## config.mk

```make
export PLATFORM = sky130hd
export DESIGN_NAME = ir_tx_scheduler
export DESIGN_NICKNAME = d
export VERILOG_FILES = /design/src/rtl/ir_tx_scheduler.sv
export SDC_FILE = /design/constraint.sdc
export NUM_CORES = 1
export LEC_CHECK = 0
export BUFFER_PORTS_ARGS = -buffer_cell sky130_fd_sc_hd__buf_4
export CORE_MARGIN = 2
export CORE_UTILIZATION = 51
export DETAILED_ROUTE_END_ITERATION = 10
export PLACE_DENSITY = 0.88
export SLEW_MARGIN = 10
export SYNTH_ARGS = -nofsm -noshare
export SYNTH_HDL_FRONTEND = slang
export SYNTH_SLANG_ARGS = --single-unit
```

## constraint.sdc

```tcl
create_clock -name clk -period 2.6 [get_ports clk]
set_input_delay 0.78 -clock clk [delete_from_list [all_inputs] [get_ports clk]]
set_output_delay 0.78 -clock clk [all_outputs]
set_load 0.005 [all_outputs]
```

## src/rtl/ir_tx_scheduler.sv

```systemverilog
// ir_tx_scheduler: AC state keeper, key-to-frame sequencer and IR transmitter arbiter.
// Define IR_REPEAT_EN to send every granted frame twice, with a full gap between.
module ir_tx_scheduler #(
   parameter int unsigned GAP_CYCLES  = 12_500_000,
   parameter int unsigned ACK_TIMEOUT = 16,
   parameter logic [22:0] FRAME_HI    = 23'b10000010000100000000010,
   parameter logic [27:0] DATA32_LO   = 28'h0400006,
   parameter int unsigned CNT_W       = 24
) (
   input  logic        clk,
   input  logic        rst,
   input  logic        key_pwr,
   input  logic        key_mode,
   input  logic        key_up,
   input  logic        key_dn,
   input  logic        host_valid,
   output logic        host_ready,
   input  logic [34:0] host_d35,
   input  logic [31:0] host_d32,
   output logic        tx_start,
   output logic [34:0] tx_d35,
   output logic [31:0] tx_d32,
   input  logic        tx_busy,
   input  logic        tx_done,
   output logic        ac_power,
   output logic [2:0]  ac_mode,
   output logic [3:0]  ac_temp,
   output logic        sched_busy,
   output logic        tx_abort
);

   localparam logic [2:0] S_IDLE   = 3'd0;
   localparam logic [2:0] S_ACK    = 3'd1;
   localparam logic [2:0] S_SEND   = 3'd2;
   localparam logic [2:0] S_GAP    = 3'd3;
   localparam logic [2:0] S_REPEAT = 3'd4;

   localparam logic [CNT_W-1:0] L_ACK_TO  = CNT_W'(ACK_TIMEOUT);
   localparam logic [CNT_W-1:0] L_GAP_END = CNT_W'(GAP_CYCLES - 1);
   localparam logic [CNT_W-1:0] L_ONE     = CNT_W'(1);

   localparam logic [3:0] TEMP_RST = 4'd9;
   localparam logic [3:0] TEMP_MAX = 4'd14;
   localparam logic [3:0] TEMP_MIN = 4'd0;
   localparam logic [2:0] MODE_MAX = 3'd4;

   logic [2:0]       r_state;
   logic [CNT_W-1:0] r_cnt;
   logic             r_power;
   logic [2:0]       r_mode;
   logic [3:0]       r_temp;
   logic             r_loc_pend;
   logic             r_last_host;
   logic             r_tx_start;
   logic [34:0]      r_tx_d35;
   logic [31:0]      r_tx_d32;
   logic             r_abort;
`ifdef IR_REPEAT_EN
   logic             r_second;
`endif

   logic             w_pwr_nx;
   logic [2:0]       w_mode_nx;
   logic [3:0]       w_temp_nx;
   logic             w_key_chg;
   logic             w_idle;
   logic             w_host_win;
   logic             w_loc_win;
   logic [3:0]       w_csum;
   logic [34:0]      w_loc_d35;
   logic [31:0]      w_loc_d32;

   // One key per cycle by priority; only power acts while the unit is off.
   always_comb begin
      w_pwr_nx  = r_power;
      w_mode_nx = r_mode;
      w_temp_nx = r_temp;
      w_key_chg = 1'b0;
      if (key_pwr) begin
         w_pwr_nx  = ~r_power;
         w_key_chg = 1'b1;
      end else if (r_power) begin
         if (key_mode) begin
            w_mode_nx = (r_mode == MODE_MAX) ? 3'd0 : r_mode + 3'd1;
            w_key_chg = 1'b1;
         end else if (key_up) begin
            if (r_temp != TEMP_MAX) begin
               w_temp_nx = r_temp + 4'd1;
               w_key_chg = 1'b1;
            end
         end else if (key_dn) begin
            if (r_temp != TEMP_MIN) begin
               w_temp_nx = r_temp - 4'd1;
               w_key_chg = 1'b1;
            end
         end
      end
   end

   // Round-robin arbitration between the local frame and the host port.
   always_comb begin
      w_idle     = (r_state == S_IDLE);
      w_host_win = w_idle && host_valid
                   && (!r_loc_pend || !r_last_host);
      w_loc_win  = w_idle && r_loc_pend && !w_host_win;
   end

   // Local frame built from the live AC state; captured only at grant.
   always_comb begin
      w_csum    = {1'b0, r_mode} + r_temp + {3'b000, r_power} + 4'd5;
      w_loc_d35 = {FRAME_HI, r_temp, 4'b0000, r_power, r_mode};
      w_loc_d32 = {w_csum, DATA32_LO};
   end

   // AC state and pending flag; a key in the grant cycle keeps the flag set.
   always_ff @(posedge clk or negedge rst) begin
      if (!rst) begin
         r_power    <= 1'b0;
         r_mode     <= 3'd0;
         r_temp     <= TEMP_RST;
         r_loc_pend <= 1'b0;
      end else begin
         r_power <= w_pwr_nx;
         r_mode  <= w_mode_nx;
         r_temp  <= w_temp_nx;
         if (w_key_chg) begin
            r_loc_pend <= 1'b1;
         end else if (w_loc_win) begin
            r_loc_pend <= 1'b0;
         end
      end
   end

   // Frame sequencer: grant, wait for ack, wait for done, hold the gap.
   always_ff @(posedge clk or negedge rst) begin
      if (!rst) begin
         r_state     <= S_IDLE;
         r_cnt       <= '0;
         r_last_host <= 1'b1;
         r_tx_start  <= 1'b0;
         r_tx_d35    <= '0;
         r_tx_d32    <= '0;
         r_abort     <= 1'b0;
`ifdef IR_REPEAT_EN
         r_second    <= 1'b0;
`endif
      end else begin
         r_tx_start <= 1'b0;
         unique case (r_state)
            S_IDLE: begin
               if (w_host_win || w_loc_win) begin
                  r_tx_d35    <= w_host_win ? host_d35 : w_loc_d35;
                  r_tx_d32    <= w_host_win ? host_d32 : w_loc_d32;
                  r_tx_start  <= 1'b1;
                  r_last_host <= w_host_win;
                  r_cnt       <= '0;
                  r_state     <= S_ACK;
`ifdef IR_REPEAT_EN
                  r_second    <= 1'b0;
`endif
               end
            end
            S_ACK: begin
               if (tx_busy) begin
                  r_cnt   <= '0;
                  r_state <= S_SEND;
               end else if (r_cnt >= L_ACK_TO) begin
                  r_abort <= 1'b1;
                  r_cnt   <= '0;
                  r_state <= S_GAP;
               end else begin
                  r_cnt <= r_cnt + L_ONE;
               end
            end
            S_SEND: begin
               if (tx_done) begin
                  r_abort <= 1'b0;
                  r_cnt   <= '0;
                  r_state <= S_GAP;
               end
            end
            S_GAP: begin
               if (r_cnt >= L_GAP_END) begin
                  r_cnt <= '0;
`ifdef IR_REPEAT_EN
                  r_state <= r_second ? S_IDLE : S_REPEAT;
`else
                  r_state <= S_IDLE;
`endif
               end else begin
                  r_cnt <= r_cnt + L_ONE;
               end
            end
            S_REPEAT: begin
`ifdef IR_REPEAT_EN
               r_tx_start <= 1'b1;
               r_second   <= 1'b1;
               r_cnt      <= '0;
               r_state    <= S_ACK;
`else
               r_state    <= S_IDLE;
`endif
            end
            default: begin
               r_state <= S_IDLE;
            end
         endcase
      end
   end

   assign host_ready = w_host_win;
   assign tx_start   = r_tx_start;
   assign tx_d35     = r_tx_d35;
   assign tx_d32     = r_tx_d32;
   assign ac_power   = r_power;
   assign ac_mode    = r_mode;
   assign ac_temp    = r_temp;
   assign sched_busy = (r_state != S_IDLE);
   assign tx_abort   = r_abort;

endmodule

```

==> qor.csv, run 1 <==
stage;metric;value;unit
timing;slew-limit-headroom;48.0;%
grt;grt_usage;23.2;%
layout;final_common_cell;buf_4;
setup_path;crit_chain;inv_1 -> ha_1 -> nor3b_1 -> nor2_1 -> nor3b_4 -> mux2_2;
timing;fin_crit_sh;89.9;%
setup_path;path_delay_family;simple AND/OR/NAND/NOR gates;
timing;tightest_slew;0.776;ns
placed_design;placement.io_buffers;154;
power;power_frac_seq;39.9;%
setup_path;worstSetupStartpointType;register;
clocking;hold_buffers;0;
logic_synthesis;syn-instance-count;427;
power;swShare;37.7;%
grt;grt_util_met2;37.9;%
timing;setup_viol;0;
setup_path;max_stage_delay;0.60;ns
clocking;htreeDepth;3;
power;p_clk_share;16.2;%
logic_synthesis;ys_seq_area_share;55.8;%
floorplanning;dieArea;10000;um2
routing;wire_per_inst;16.9;um
clocking;cts_buffers;9;
floorplanning;pin_count;155;
timing;drv_slew;0;
routing;drc;0;
setup_path;end_kind;register;
routing;ant_nets;0;
layout;final_net_count;672;
routing;drt_iter0_drc;199;
setup_path;path_max_fanout;12;
timing;max_freq;428;MHz
power;finalPower;6.14;mW
power;ir_drop;571;uV
floorplanning;die_width;100;um
run_status;status;complete, no violations;
layout;area_growth_syn_to_layout;31.6;%
placed_design;dpl.hpwl;8.35;mm
placed_design;place_area;6000;um2
grt;grt_pass1_vias;3669;
logic_synthesis;ys_ff_latch;105;
setup_path;cp.buffers_inverters;1;
power;p_switching;2.32;mW
clocking;clock_latency;0.37;ns
timing;hold_viol;0;
grt;grtUsageMet3;3.69;%
floorplanning;die_h;100;um
layout;final_cell_mix;buf_4, dfrtp_1, a22o_1, nor2_1, nand2_1;
layout;final_area;6210;um2
logic_synthesis;synth_ff_type;dfrtp_1;
clocking;cts-root-buf;clkbuf_8;
timing;fin_skew;0.0181;ns
setup_path;worstPathRequired;2.85;ns
power;internal-power;3.82;mW
timing;layout_min_cycle_time;2.34;ns
placed_design;place_ws;-0.0146;ns
placed_design;routabilityCongestion;0.822;
setup_path;reg2reg_slack;0.26;ns
routing;viasPerCell;5.57;
grt;antenna_found_initial;0;
layout;n_antenna_cell;0;
routing;drt_wl_total;11.7;mm
clocking;cts.sinks;105;
floorplanning;core-area;9110;um2
routing;vias;3864;
power;power.density;989;nW/um2
power;p_comb_share;44.0;%
timing;rsz0062_at_grt;no;
grt;grt_most_used_layer;met2;
setup_path;cp_slowest_cell;nor3b_4;
logic_synthesis;yosysWarnings;0;
logic_synthesis;avgSynthCellArea;11.1;um2
power;p_leak;3.09;nW
logic_synthesis;netlist_area;4720;um2
timing;fin_setup_tns;0;ns
clocking;clkTransAtPathRegs;0.11;ns
clocking;ctsLongestPathBuffers;2;
clocking;post_cts_buffers;0;
floorplanning;rows;35;
layout;drive_gt1_share;33.1;%
routing;drtPass1Iterations;5;
clocking;cts_tree;done;
timing;fin_ws;0.262;ns
layout;final_util;68.2;%
grt;grt_pass1_wl;18.5;mm
floorplanning;floorplan.initialDensity;51.8;%
logic_synthesis;synth_edf_count;0;
min_path;min_path_type;in2async;
run;maxCapViolCount;0;
grt;use_met1;32.1;%
logic_synthesis;async_reset_ff_share;100;%
logic_synthesis;netlist-cell-type-count;47;
logic_synthesis;postSynthNetCount;521;
setup_path;critical_path_class;reg2reg;
setup_path;worst_ep_arrival_time;2.59;ns
grt;grt-ovfl-total;0;
grt;grt_max_degree;63;
==> synth_stat cells, types with 6 or more instances <==
master | count | area, um2
nand2_1 | 37 | 139
clkbuf_1 | 10 | 37.5
o22a_1 | 7 | 61.3
xnor2_1 | 8 | 70.1
dfrtp_1 | 102 | 2550
nor2_1 | 42 | 158
ha_1 | 16 | 200
nand3_1 | 12 | 60.1
buf_2 | 6 | 30.0
o21ai_0 | 7 | 35.0
a21oi_1 | 9 | 45.0
a31oi_1 | 12 | 75.1
inv_1 | 20 | 75.1
nand4_1 | 12 | 75.1
xor2_1 | 20 | 175
a22o_1 | 49 | 429
==> path summary, 6_finish.rpt <==
check | startpoint | to | cells past startpoint
worst max register to register | r_state[0] | r_state[0] | 6
worst max-delay path | r_state[0] | r_state[0] | 6
worst min register to register | tx_d32[29] | tx_d32[29] | 2
max in group asynchronous | rst | tx_d35[21] | 2
worst min-delay path | rst | r_cnt[2] | 1
min in group clk | tx_d32[29] | tx_d32[29] | 2
==> cells by family after synthesis <==
family	after synthesis	synth area share (%)
simple gates	132	13.5
flops	105	55.8
compound gates	98	15.9
buf+inv	43	3.74
xor+xnor	28	5.20
fa+ha+maj	18	5.09
mux	3	0.795
==> registers in the layout (all words and copies together) (netlist names) <==
register and flops:
r_last_host 1, tx_abort 1, r_state 2, tx_d32 32, tx_d35 35, r_cnt 24, tx_start 1, ac_temp 4
r_loc_pend 1, ac_power 1, ac_mode 3
==> metal layers <==
metal	wire length (um)	share of wire (%)
met5	0	0
met4	131	1.1
met3	617	5.3
met2	5950	51
met1	5020	43
==> power by group through the flow <==
stage	clock network [mW]	logic, mW	registers [mW]
4_1_cts	1.02	2.71	2.44
2_1_floorplan	0	1.52	2.44
5_1_grt	1.09	2.99	2.51
3_5_place_dp	0	2.69	2.48
6_report	0.993	2.70	2.45
3_3_place_gp	0	2.57	2.45
==> stage by stage <==
stage | hold slack [ns] | instances
2_1_floorplan | 0.469 | 427
3_3_place_gp | 0.473 | 678
3_5_place_dp | 0.483 | 678
4_1_cts | 0.391 | 694
5_1_grt | 0.409 | 694
6_report | 0.387 | 694
==> repair_timing <==
action,CTS,global route
setup endpoints to repair,0,19
hold endpoints to repair,0,0
gates resized for setup,0,2
==> final cells by class <==
cell class	instances	area [um2]
clock buffers	9	124
repair buffers	161	1220
well taps	111	139
flip-flops and latches	105	2630
fillers	696	2900
multi-input cells	279	1940
inverters	22	82.6
clock inverters	7	72.6
Note: power is estimated with default switching activity, not from simulation.
==> run 2, diff against run 1 <==
--- a/config.mk
+++ b/config.mk
@@ -5,9 +5,10 @@
 export SDC_FILE = /design/constraint.sdc
 export NUM_CORES = 1
 export LEC_CHECK = 0
+export ABC_AREA = 1
 export BUFFER_PORTS_ARGS = -buffer_cell sky130_fd_sc_hd__buf_4
 export CORE_MARGIN = 2
-export CORE_UTILIZATION = 51
+export CORE_UTILIZATION = 52
 export DETAILED_ROUTE_END_ITERATION = 10
 export PLACE_DENSITY = 0.88
 export SLEW_MARGIN = 10
==> run 2 against run 1 <==
Utilization is 0.98 points higher. Global-route usage is 1.8 points higher. First-iteration DRC count is 26% higher. Sequential power is 13% higher. Final cell count is 35% higher. Wire length is 13% higher. Flip-flop and latch count stayed put. Fmax is 0.68% lower. Die area is 9.5% higher. Largest power group unchanged.
==> qor.csv, run 2 <==
stage;metric;value;unit
run_status;status;complete, no violations;
placed_design;dp_cells;919;
setup_path;path_delay_family;buffers and inverters;
setup_path;crit_chain;inv_1 -> ha_1 -> inv_1 -> buf_4;
setup_path;cp.buffers_inverters;3;
routing;wire_per_inst;14.2;um
clocking;cts.repair.resized;0;
setup_path;max_stage_delay;0.43;ns
layout;drive_gt1_share;26.2;%
logic_synthesis;synth_ff_type;dfrtp_1;
grt;grt_max_degree;62;
floorplanning;die_width;105;um
logic_synthesis;syn-instance-count;646;
power;power.density;1020;nW/um2
layout;final_util;69.2;%
logic_synthesis;async_reset_ff_share;100;%
timing;fin_setup_tns;0;ns
floorplanning;pin_count;155;
setup_path;path_max_fanout;4;
timing;layout_min_cycle_time;2.35;ns
timing;fin_crit_sh;90.5;%
logic_synthesis;netlist-cell-type-count;42;
timing;hold_viol;0;
logic_synthesis;synth_edf_count;0;
logic_synthesis;synth_area_leader_cell;dfrtp_1;
layout;final_cell_mix;buf_4, nand2_1, inv_1, dfrtp_1, o21ai_0;
clocking;post_cts_buffers;0;
logic_synthesis;yosysTopAreaCellShare;48.2;%
placed_design;routabilityCongestion;0.942;
logic_synthesis;ys_seq_area_share;49.7;%
grt;grt_pass1_wl;22.3;mm
grt;antenna_found_initial;0;
setup_path;worstSetupStartpointType;register;
grt;grt_usage;25.0;%
power;ir_drop;665;uV
setup_path;end_kind;output port;
clocking;cts.sinks;105;
timing;tightest_slew;0.605;ns
logic_synthesis;synthSimpleGateAreaFrac;23.0;%
clocking;htreeDepth;3;
logic_synthesis;synth_compound_area_share;9.37;%
layout;final_net_count;891;
timing;fin_skew;0.0126;ns
routing;drt_iter0_drc;250;
setup_path;worstPathRequired;1.82;ns
grt;grt_pass1_vias;4804;
timing;setup_viol;0;
setup_path;critical_path_class;reg2out;
clocking;clkTransAtPathRegs;0.11;ns
floorplanning;rows;36;
logic_synthesis;synth_commonest_cells;nand2_1, inv_1, dfrtp_1;
clocking;cts_tree;done;
setup_path;worst_ep_arrival_time;1.57;ns
routing;drtPass1Iterations;8;
layout;fillers;801;
layout;fin_cells;935;
routing;vias;4748;
run;maxCapViolCount;0;
logic_synthesis;muxShareOfSynthArea;0.426;%
logic_synthesis;synthAdderAreaFrac;4.54;%
timing;slew-limit-headroom;59.7;%
layout;area_growth_syn_to_layout;28.4;%
floorplanning;die_h;105;um
min_path;min_path_type;in2async;
timing;max_freq;425;MHz
timing;drv_slew;0;
routing;drt_wl_total;13.3;mm
routing;ant_nets;0;
logic_synthesis;synth_top_family_by_area;simple AND/OR/NAND/NOR gates;
logic_synthesis;postSynthNetCount;740;
power;p_leak;3.58;nW
logic_synthesis;synth_xor_xnor_area_share;1.99;%
timing;rsz0062_at_grt;no;
layout;final_common_cell;buf_4;
logic_synthesis;synth_area_leaders;dfrtp_1, nand2_1, inv_1;
logic_synthesis;ys_ff_latch;105;
logic_synthesis;yosysWarnings;0;
timing;whs;0.358;ns
setup_path;cp_slowest_cell;dfrtp_1;
grt;grt-ovfl-total;0;
floorplanning;floorplan.initialDensity;53.9;%
clocking;clock_latency;0.38;ns
logic_synthesis;yosysMostFrequentCell;nand2_1;
placed_design;place_area;6600;um2
layout;largest_reg_flops;35;
layout;final_area;6790;um2
clocking;cts_buffers;9;
logic_synthesis;netlist_area;5290;um2
floorplanning;core-area;9820;um2
setup_path;crit_path_frequent_cell;inv_1;
placed_design;placement.io_buffers;154;
floorplanning;dieArea;11000;um2
layout;n_antenna_cell;0;
clocking;cts-root-buf;clkbuf_8;
clocking;hold_buffers;0;
clocking;ctsLongestPathBuffers;2;
routing;drc;0;
routing;viasPerCell;5.08;
logic_synthesis;avgSynthCellArea;8.19;um2
placed_design;dpl.hpwl;9.68;mm
-- run 2: cell types whose count changed in the layout (fill, tap and decap cells not counted), moves of 4 or more --
| cell | delta |
|---|---|
| a22o_1 | -49 |
| inv_1 | +99 |
| nand2_1 | +117 |
| nand3_1 | +26 |
| nor2_2 | +4 |
| nor4_1 | -5 |
| o21ai_0 | +54 |
| o22a_1 | -7 |
| o22ai_1 | +7 |
| xor2_1 | -13 |
-- run 2: final timing paths --
| path | start | slack [ns] | depth (start not counted) | end |
|---|---|---|---|---|
| max | r_state[0] | 0.25 | 4 | sched_busy |
| min | rst | 0.36 | 1 | r_cnt[13] |
| max reg2reg | ac_temp[0] | 0.44 | 8 | tx_d32[29] |
| min reg2reg | tx_abort | 0.48 | 2 | tx_abort |
| max in group asynchronous | rst | 1.61 | 2 | ac_temp[0] |
| min in group clk | tx_abort | 0.48 | 2 | tx_abort |
-- run 2: layout make-up --
class                           count  area [um2]  area share [%]
Sequential cell                   105        2630            38.8
Multi-Input combinational cell    394        2090            30.8
Timing Repair Buffer              160        1230            18.1
Inverter                          127         484            7.13
Tap cell                          133         166            2.45
Clock buffer                        9         124            1.82
Clock inverter                      7        68.8            1.01
-- run 2: stage by stage --
step	worst slack [ns]	power (mW)
finish	0.246	6.92
detailed placement	0.359	5.90
global placement	0.448	5.72
global route	0.135	7.45
CTS	0.224	6.97
floorplan	0.551	4.35
-- run 2: logic make-up (layout without fill, tap and decap cells) --
logic type               count (synthesis)  count (layout)
AND/OR/NAND/NOR                        270             270
adder cells (fa/ha/maj)                 18              18
buffers and inverters                  147             303
AO/OA/AOI/OAI                           92              92
multiplexers                             2               2
XOR/XNOR                                12              12
flip-flops                             105             105
-- run 2: where the power goes --
group | leakage, nW | internal (mW) | switching [mW]
combinational | 2.14 | 1.49 | 1.66
clock | 0.0997 | 0.377 | 0.635
sequential | 1.34 | 2.28 | 0.474
total | 3.58 | 4.15 | 2.77
-- run 2: routing by layer --
layer	wire (um)	GRT usage, %	up-vias
met5	0	0	-
met3	845	5.55	23
met4	255	9.05	0
met1	5520	32.1	2254
met2	6640	41.7	158
li1	-	-	2313
